[src/rtl/pipe_ctrl.sv]
// Pipeline hold/flush control for the five-stage core: stall vector, wrong-path kill and PC redirect.
// Optional perf counters are enabled by defining PIPE_CTRL_PERF_EN.
module pipe_ctrl #(
    parameter int unsigned ADDR_W = 32
) (
    input  logic              clk_in,
    input  logic              rst_in,
    input  logic              rdy_in,
    input  logic              if_stall_req_i,
    input  logic              id_stall_req_i,
    input  logic              mem_stall_req_i,
    input  logic              ex_branch_i,
    input  logic [ADDR_W-1:0] ex_target_i,
    output logic [4:0]        stall_o,
    output logic              branch_interception_o,
    output logic              redirect_valid_o,
    output logic [ADDR_W-1:0] redirect_addr_o,
    output logic              busy_pend_o,
    output logic [31:0]       stall_cycles_o,
    output logic [31:0]       flush_cnt_o
);

    typedef enum logic [1:0] {
        StRun   = 2'd0,
        StPend  = 2'd1,
        StFlush = 2'd2
    } state_e;

    state_e            state_q, state_d;
    logic [ADDR_W-1:0] pend_addr_q, pend_addr_d;
    logic [ADDR_W-1:0] redir_addr_q, redir_addr_d;
    logic              redir_valid_q, redir_valid_d;
    logic              acc;
    logic              kill;

    // rst_in gating keeps kill/accept quiet while the core is held in reset.
    always_comb begin
        acc = 1'b0;
        if (rst_in && rdy_in && !mem_stall_req_i) begin
            acc = ((state_q == StRun) && ex_branch_i) || (state_q == StPend);
        end
    end

    assign kill = acc || (state_q == StFlush);

    always_comb begin
        stall_o = 5'b00000;
        if (!rst_in || !rdy_in) begin
            stall_o = 5'b11111;
        end else if (mem_stall_req_i) begin
            stall_o = 5'b01111;
        end else if (acc) begin
            stall_o = 5'b00000;
        end else if (id_stall_req_i && !kill) begin
            stall_o = 5'b00011;
        end else if (if_stall_req_i) begin
            stall_o = 5'b00001;
        end
    end

    always_comb begin
        state_d       = state_q;
        pend_addr_d   = pend_addr_q;
        redir_addr_d  = redir_addr_q;
        redir_valid_d = acc;
        unique case (state_q)
            StRun: begin
                if (rdy_in && ex_branch_i) begin
                    if (mem_stall_req_i) begin
                        pend_addr_d = ex_target_i;
                        state_d     = StPend;
                    end else begin
                        redir_addr_d = ex_target_i;
                        state_d      = StFlush;
                    end
                end
            end
            StPend: begin
                if (acc) begin
                    redir_addr_d = pend_addr_q;
                    state_d      = StFlush;
                end
            end
            StFlush: begin
                if (rdy_in) begin
                    state_d = StRun;
                end
            end
            default: state_d = StRun;
        endcase
    end

    always_ff @(posedge clk_in or negedge rst_in) begin
        if (!rst_in) begin
            state_q       <= StRun;
            pend_addr_q   <= '0;
            redir_addr_q  <= '0;
            redir_valid_q <= 1'b0;
        end else begin
            state_q       <= state_d;
            pend_addr_q   <= pend_addr_d;
            redir_addr_q  <= redir_addr_d;
            redir_valid_q <= redir_valid_d;
        end
    end

    assign branch_interception_o = kill;
    assign redirect_valid_o      = redir_valid_q;
    assign redirect_addr_o       = redir_addr_q;
    assign busy_pend_o           = (state_q == StPend);

`ifdef PIPE_CTRL_PERF_EN
    logic [31:0] stall_cycles_q, stall_cycles_d;
    logic [31:0] flush_cnt_q, flush_cnt_d;

    always_comb begin
        stall_cycles_d = stall_cycles_q;
        flush_cnt_d    = flush_cnt_q;
        if (stall_o[0] && rdy_in) begin
            stall_cycles_d = stall_cycles_q + 32'd1;
        end
        if (redir_valid_q) begin
            flush_cnt_d = flush_cnt_q + 32'd1;
        end
    end

    always_ff @(posedge clk_in or negedge rst_in) begin
        if (!rst_in) begin
            stall_cycles_q <= '0;
            flush_cnt_q    <= '0;
        end else begin
            stall_cycles_q <= stall_cycles_d;
            flush_cnt_q    <= flush_cnt_d;
        end
    end

    assign stall_cycles_o = stall_cycles_q;
    assign flush_cnt_o    = flush_cnt_q;
`else
    assign stall_cycles_o = '0;
    assign flush_cnt_o    = '0;
`endif

    // Redirect strobe lasts exactly one cycle and is always followed by the FLUSH kill.
    a_redir_pulse : assert property (@(posedge clk_in) disable iff (!rst_in)
        redir_valid_q |=> !redir_valid_q);
    a_redir_in_flush : assert property (@(posedge clk_in) disable iff (!rst_in)
        redir_valid_q |-> (state_q == StFlush));

endmodule
[config.mk]
export PLATFORM = sky130hd
export DESIGN_NAME = pipe_ctrl
export DESIGN_NICKNAME = d
export VERILOG_FILES = /design/src/rtl/pipe_ctrl.sv
export SDC_FILE = /design/constraint.sdc
export NUM_CORES = 1
export LEC_CHECK = 0
export ABC_AREA = 1
export CAP_MARGIN = 25
export CORE_MARGIN = 8
export CORE_UTILIZATION = 45
export CTS_CLUSTER_DIAMETER = 200
export CTS_CLUSTER_SIZE = 40
export DETAILED_ROUTE_END_ITERATION = 7
export GPL_TIMING_DRIVEN = 0
export PLACE_DENSITY_LB_ADDON = 0.08
export SLEW_MARGIN = 20
export SYNTH_ARGS = -nofsm -noshare
export SYNTH_HDL_FRONTEND = slang
export SYNTH_SLANG_ARGS = --single-unit
[constraint.sdc]
create_clock -name clk_in -period 1.73 [get_ports clk_in]
set_input_delay 0.519 -clock clk_in [delete_from_list [all_inputs] [get_ports clk_in]]
set_output_delay 0.519 -clock clk_in [all_outputs]
set_load 0.005 [all_outputs]
==> run summary, run 1 <==
The cell repeated most along the worst path is sky130_fd_sc_hd__nand2_4. Along the worst path, the maximum fanout reaches 4. The die covers 11700 um^2.

The netlist area before placement came out at 3810 um^2. By area the synthesized netlist is led by sky130_fd_sc_hd__dfrtp_1 44%, sky130_fd_sc_hd__nand2_1 17%, sky130_fd_sc_hd__buf_4 14%, sky130_fd_sc_hd__nand4_1 5.4%, sky130_fd_sc_hd__nand3_1 4.6%. The post-layout minimum cycle time is 1.84 ns. The H-tree was split into 3 levels.

OpenSTA, run right after detailed placement, puts the worst setup slack at -0.898 ns. The number of different library cells used by synthesis comes to 22. The placeable core region was 8220 um^2.

The total power after layout is 7.18 mW, and the arrival time of the worst setup path is 1.33 ns. The startpoint-to-endpoint class of the critical path was flop to output pin. The tools report the number of diodes added for antenna fixing as 0. The depth of the critical timing path with buffers and inverters included was 7. The footprint of the flip-flops and latches is 1680 um^2, and the peak clock frequency supported by timing is 542 MHz.

The ratio of final minimum period to clock period was 107%. The count of buffers added on input and output ports is 78. Counting flops with a built-in enable in the synthesized netlist gives 0.

Per report_power, the combinational group accounts for 45.4% of the total. The HPWL after detailed placement was 7310 um. The logs give 47 for the maximum number of pins on one net before global-route repair and 3.05 nW for the reported leakage power. Global routing used 17.3% of the available tracks across all layers. Cell at the slowest stage of the critical path: sky130_fd_sc_hd__dfrtp_2. The run gives 67 as the count of clock tree sinks.

Class of the worst hold path: primary input to async pin. The number of nets at the end of the flow is 680, and the number of iterations in the first detailed-routing pass is 5. The clock passes through at most 2 buffers. The run gives 0.793 as the last weighted congestion value of the routability-driven placer.

The layout cell share with drive strength beyond 1 is 23.9%, and the delay of the slowest cell on the worst path is 0.43 ns. Proportion of synthesized chip area in sequential cells: 44.0%. Cell internal power was estimated by the tool at 4.44 mW. Post-CTS clock slew at the launch and capture registers of the worst setup and hold paths: 0.07 ns.

The via count of the first global-routing pass was 3368. The tools report the type of destination of the critical path as an output pin. Among cell families on the critical path, the largest total delay comes from flip-flops.

The tree is rooted in a sky130_fd_sc_hd__clkbuf_8. The run finished, with violations left. TritonCTS built the clock tree.

The logs give 0 for the number of antenna violations at the first check in global routing and 2.74 mW for the power spent charging and discharging nets. Traced cell by cell, the critical path runs through inv_4, nand2_4, nand2_4, nand2_4, nand3_2, nand3_2, buf_6. Once the floorplan was initialized, standard cells occupied 46.4% of the core. The total count of hold-check failures in the final report came out at 0. The placed instances occupy a cell area of 4980 um^2. The most used flip-flop cell after synthesis is sky130_fd_sc_hd__dfrtp_1. For the violation count after the first detailed-route iteration, the log shows 138. Setup repair after global routing could not meet its margin everywhere.

Termination of the worst setup path: stall_o[0]. The share of total power consumed by net switching is 38.1%, and the vias after detailed routing is 3390. The checks that failed: negative setup slack. The Yosys step of the flow raised 0 warnings. Max-cap check violation count: 0. STA classifies the critical path startpoint as a flop.

In this run the power density over the cells is 1360 nW/um^2. The die is 108 um tall. Averaged over all synthesized cells, the footprint is 7.99 um^2. The most common cell after layout, fill and taps aside is sky130_fd_sc_hd__nand2_1. The area growth from synthesis to layout is 38.2%. The count of filler cells inserted in the layout is 743. After routing, the total negative slack on setup checks comes to -0.273 ns.

The startpoint identified for the worst register-to-register timing path is state_q[0]$_DFFE_PN0P_. Setup slack on the worst reg-to-reg path comes out at 0.21 ns. The biggest area contributor in the post-synthesis netlist is sky130_fd_sc_hd__dfrtp_1. In this run the horizontal extent of the chip is 108 um.

The register share of total power came out at 37.5%. Summing all multi-input logic gate instances after layout gives 1590 um^2. First element of the critical path: state_q[1]$_DFFE_PN0P_.

Maximum resistive drop on vdd: 0.944 mV. Wires add up to 10000 um. The detail route stage leaves a number of antenna-violating nets equal to 0. The area share of the largest cell type after synthesis was 44.0%.

The number of DRC violations after detailed routing came out at 0. The standard-cell row count was 33. The wire length of the first global-routing pass was 16300 um. Once layout is done, the placed cells without fillers occupy 5270 um^2. Counting flops and latches in the post-synthesis netlist gives 67.

The logs give 477 for the gate count after technology mapping and 143 for the I/O pin count. The count of buffer and inverter cells on the critical path works out to 2. Using the TritonRoute via totals, the vias-per-cell ratio works out to 4.52. Of the total power, the clock network draws 17.1%. The total overflow left after global routing is 0. On the final layout, the worst clock skew is 0.00971 ns. The number of clock buffers inserted by TritonCTS is 9, and the depth of the worst register-to-register path is 8.

The clock reaches the later pin of the worst-skew pair after 0.34 ns. The logs give -0.114 ns for the setup slack after layout and 0 for the number of slew-limit violations in the final report. The tools report the worst reg2reg path endpoint as pend_addr_q[22]$_DFFE_PN0P_.

Setup violations remaining at the end of the flow were counted as 4. The routed length per placed instance is 13.4 um. The library cells used most frequently in the layout, excluding fill and tap cells, are 165 x sky130_fd_sc_hd__nand2_1, 80 x sky130_fd_sc_hd__buf_4, 66 x sky130_fd_sc_hd__dfrtp_1, 64 x sky130_fd_sc_hd__conb_1, 35 x sky130_fd_sc_hd__clkdlybuf4s50_1. At the worst endpoint, the required time is 1.21 ns. For this run, asynchronously set or reset flops after synthesis account for 100%.
worst min path at each step:
stage / to / slack, ns / cells after the start
after floorplan: pend_addr_q[0]$_DFFE_PN0P_ / 0.22 / 0
after global placement: pend_addr_q[15]$_DFFE_PN0P_ / 0.46 / 2
after detailed placement: redirect_addr_o[6]$_DFFE_PN0P_ / 0.45 / 1
after CTS: pend_addr_q[5]$_DFFE_PN0P_ / 0.14 / 2
after global routing: pend_addr_q[5]$_DFFE_PN0P_ / 0.15 / 2
final: pend_addr_q[5]$_DFFE_PN0P_ / 0.14 / 2
repair_timing:
action | in CTS | in global routing
cloned | 0 | 0
hold buffers | 1 | 0
endpoints found under the setup margin | 35 | 10
buffers inserted | 11 | 0
gates resized for setup | 70 | 11
hold endpoints to repair | 21 | 0
pin swaps | 4 | 2
synth_stat cells (2+ instances only):
cell type	n
sky130_fd_sc_hd__buf_2	12
sky130_fd_sc_hd__nand2_1	170
sky130_fd_sc_hd__nand2_2	2
sky130_fd_sc_hd__buf_1	3
sky130_fd_sc_hd__dfrtp_1	67
sky130_fd_sc_hd__inv_2	2
sky130_fd_sc_hd__o21ai_1	11
sky130_fd_sc_hd__nand4_1	33
sky130_fd_sc_hd__buf_4	70
sky130_fd_sc_hd__o21ai_2	13
sky130_fd_sc_hd__nand3_1	35
sky130_fd_sc_hd__buf_6	8
sky130_fd_sc_hd__inv_1	34
sky130_fd_sc_hd__o21ai_0	9
per-stage QoR:
| step | hold slack (ns) | util [%] | instances |
|---|---|---|---|
| global route | 0.147 | 64.1 | 750 |
| finish | 0.139 | 64.1 | 750 |
| detailed placement | 0.450 | 60.7 | 724 |
| floorplan | 0.223 | - | 540 |
| global placement | 0.464 | 60.4 | 723 |
| CTS | 0.140 | 63.8 | 751 |
state kept, by name (all words and copies together) (netlist names):
signal            cells
state_q               2
pend_addr_q          32
redirect_addr_o      32
redirect_valid_o      1
kinds of logic after synthesis:
group | after synthesis | synth area share (%)
AOI/OAI and AO/OA | 34 | 6.04
other | 1 | 0.0984
and+or+nand+nor | 245 | 28.2
DFF | 67 | 44.0
buffers and inverters | 130 | 21.7
power groups by stage:
stage                     registers (mW)  clock network, mW  logic [mW]
after floorplan                     2.71                  0        1.90
final                               2.69               1.23        3.26
after detailed placement            2.73                  0        3.32
after global routing                2.79               1.31        3.67
after CTS                           2.69               1.26        3.29
after global placement              2.71                  0        3.25
metal layers:
layer	routed length, um	up-vias	global-route usage (%)
li1	-	1711	-
met1	4160	1556	20.2
met5	0	-	0
met4	123	0	3.87
met2	4990	111	29.8
met3	754	12	6.07
area by class of cell:
class / instances / share of cell area (%)
Timing Repair Buffer: 91 / 16.6
Clock buffer: 12 / 2.56
Multi-Input combinational cell: 343 / 30.1
Tap cell: 105 / 2.49
Inverter: 36 / 2.66
Sequential cell: 67 / 31.8
Clock inverter: 3 / 0.760
Buffer: 93 / 13.0
No activity file was read; power rests on OpenSTA's default activity.
==> run 2: changes to the inputs <==
--- a/config.mk
+++ b/config.mk
@@ -8,11 +8,12 @@
 export ABC_AREA = 1
 export CAP_MARGIN = 25
 export CORE_MARGIN = 8
-export CORE_UTILIZATION = 45
+export CORE_UTILIZATION = 48
 export CTS_CLUSTER_DIAMETER = 200
 export CTS_CLUSTER_SIZE = 40
 export DETAILED_ROUTE_END_ITERATION = 7
 export GPL_TIMING_DRIVEN = 0
+export HOLD_SLACK_MARGIN = 0.15
 export PLACE_DENSITY_LB_ADDON = 0.08
 export SLEW_MARGIN = 20
 export SYNTH_ARGS = -nofsm -noshare
==> constraint.sdc (replaced) <==
create_clock -name clk_in -period 2.3 [get_ports clk_in]
set_input_delay 0.69 -clock clk_in [delete_from_list [all_inputs] [get_ports clk_in]]
set_output_delay 0.69 -clock clk_in [all_outputs]
set_load 0.005 [all_outputs]
==> run 2 against run 1 <==
The run now ends clean. First-iteration DRC count up 17%. Critical path depth shrank 3. Clock skew barely moved. Non-clock buffer count down 1. Largest power group unchanged.
==> run summary, run 2 (synthesized netlist as in run 1, its figures left out) <==
Cells with a size suffix above 1 make up 22.5% of the layout. During I/O placement, the number of pins put on the boundary was 143. The congestion estimate from routability-driven global placement came to 0.807. At the end of the flow, the number of nets in the layout was 679. Setup repair after global routing left no endpoint under its margin.

Global routing used 19.0% of the available tracks across all layers. The y dimension of the die works out to 105 um. Total count of hold-check failures in the final report: 0.

The post-layout minimum cycle time was 2.23 ns. The worst hold path belongs to the class primary input to async pin. The worst register-to-register path begins at state_q[0]$_DFFE_PN0P_. The tools report the type of destination of the critical path as an output pin. The critical path contains buffers and inverters numbering 2 combined. The standard-cell row count was 32; the count of port buffers added during placement was 78. The tools report the nature of the critical path startpoint as a primary input. The final setup skew was 0.00986 ns; the clock insertion delay at the later pin of the skew report was 0.34 ns. The worst reg2reg path endpoint is redirect_addr_o[7]$_DFFE_PN0P_. The cell family contributing the most delay on the critical path was buffers and inverters. Startpoint-to-endpoint class of the critical path: primary input to output pin. The run gives 0 as the final number of setup-violating endpoints. Derived from the worst setup path, the maximum achievable clock frequency is 448 MHz. The tools report the post-route core utilization as 69.5%.

The arrival time of the worst setup path came out at 1.54 ns. The initial standard-cell utilization of the core is 49.3%, and the depth of the worst register-to-register path is 7. The routed length per placed instance was 14.0 um; the final design area excluding fillers was 5370 um^2. The ratio of routed vias to standard cells was 4.66; the footprint of the multi-input gates was 1570 um^2. Entering global routing, the biggest net connects 26 pins. In this run the worst path has a maximum fanout of 2.

The tree is rooted in a sky130_fd_sc_hd__clkbuf_8. Dividing total power by cell area gives a power density of 1050 nW/um^2. The worst register-to-register path has a setup slack of 0.80 ns. For this design, the sink count on the clock tree is 67. Counting the fill cells in the layout gives 640.

Max-cap violations in this run came to 0. Hold repair after CTS inserted 0 buffers. The number of slew-limit violations in the final report was 0. For the HPWL after detailed placement, the log shows 7280 um. The design draws 5.66 mW. Across the whole layout, storage elements account for 1680 um^2.

TritonCTS built the clock tree. The tools report the maximum root-to-sink buffer count as 2. The H-tree depth is 3, and the floorplan die area is 11000 um^2. The slew at the pin with the worst max-slew slack was 0.509 ns. After the first detailed-routing iteration, the DRC count stood at 161.

Among all stages on the critical path, the largest delay is contributed by sky130_fd_sc_hd__clkdlybuf4s50_1. Delay of the slowest cell on the worst path: 0.48 ns. Via count of the first global-routing pass: 3528.

The die boundary width came out at 105 um. The area growth from synthesis to layout is 40.9%. The repair_antennas step left the layout with diodes totalling 0.

Hold is met by 0.267 ns. The first detailed-routing pass ran for 6 iterations. The total overflow left after global routing is 0.

Counting the buffers created by CTS gives 9. For the maximum resistive drop on vdd, the log shows 0.577 mV. The most common cell after layout, fill and taps aside is sky130_fd_sc_hd__nand2_1.

The count of nets left with antenna violations once routing finished came out at 0. The top cell types in the final layout, fill and taps aside, are 168 x sky130_fd_sc_hd__nand2_1, 76 x sky130_fd_sc_hd__buf_4, 69 x sky130_fd_sc_hd__clkdlybuf4s50_1, 66 x sky130_fd_sc_hd__dfrtp_1, 64 x sky130_fd_sc_hd__conb_1. The ratio of final minimum period to clock period was 97.0%; the number of DRC violations after detailed routing was 0. The tools report the sum of negative setup slack as 0 ns. Wires add up to 10400 um.

After detailed placement, the total cell area comes to 4980 um^2. Clock-pin slew was measured on the worst setup and hold paths at 0.07 ns. The run gives 0 as the number of antenna violations at the first check in global routing. The critical path starts at id_stall_req_i. The run finished with clean final reports.

The core region is 7730 um^2. The vias after detailed routing is 3480. The run gives 1.61 ns as the data required time at the worst endpoint. The analysis attributes to cell leakage a power of 2.98 nW.

Traced cell by cell, the critical path runs through clkdlybuf4s50_1, nand3_2, nand3_1, dlygate4sd2_1. The tools report the remaining max-slew budget at the tightest pin as 66.1%. For the wire length of the first global-routing pass, the log shows 17300 um.
[run 2: changes by cell type in the layout (fill, tap and decap cells not counted), moves of 2 or more]
cell / delta
sky130_fd_sc_hd__bufbuf_16: +3
sky130_fd_sc_hd__clkbuf_8: +2
sky130_fd_sc_hd__nand2_1: +3
sky130_fd_sc_hd__clkdlybuf4s50_1: +34
sky130_fd_sc_hd__nand2_4: -3
sky130_fd_sc_hd__dlymetal6s2s_1: -4
sky130_fd_sc_hd__inv_4: -2
sky130_fd_sc_hd__buf_4: -4
sky130_fd_sc_hd__dlygate4sd2_1: -27
sky130_fd_sc_hd__buf_2: -2
[run 2: area by class of cell]
type,count,share of cell area [%]
Buffer,94,12.9
Clock buffer,13,2.96
Clock inverter,2,0.653
Inverter,36,2.61
Multi-Input combinational cell,343,29.3
Sequential cell,67,31.3
Tap cell,102,2.38
Timing Repair Buffer,89,17.9
[run 2: where the power goes]
part | total, mW | internal (mW) | switching, mW
clock network | 0.991 | 0.554 | 0.437
registers | 2.06 | 1.74 | 0.316
logic | 2.61 | 1.26 | 1.35
total | 5.66 | 3.56 | 2.10
[run 2: how the worst max path moves through the flow]
stage / to / slack [ns] / cells after the start
floorplan: stall_o[0] / 0.43 / 5
global placement: stall_o[0] / -3.17 / 7
detailed placement: stall_o[0] / -0.75 / 8
CTS: stall_o[0] / 0.005 / 7
global route: stall_o[0] / 0.002 / 7
finish: stall_o[0] / 0.07 / 4
[run 2: layer usage]
metal | global-route usage [%] | share of wire, % | vias up
li1 | - | - | 1717
met1 | 22.2 | 41 | 1621
met2 | 32.4 | 50 | 133
met3 | 6.02 | 8.0 | 9
met4 | 6.01 | 1.1 | 0
met5 | 0 | 0 | -
[run 2: what timing repair did]
| item | CTS | global route |
|---|---|---|
| gates cloned | 3 | 0 |
| gates resized for setup | 25 | 4 |
| buffers inserted | 4 | 3 |
| pin swaps | 2 | 2 |
| endpoints found under the setup margin | 6 | 4 |
[run 2: through the flow]
stage          std cells  setup WS [ns]
6_report             746         0.0697
5_1_grt              746        0.00197
4_1_cts              743        0.00533
3_5_place_dp         721         -0.749
3_3_place_gp         720          -3.17
2_1_floorplan        540          0.432
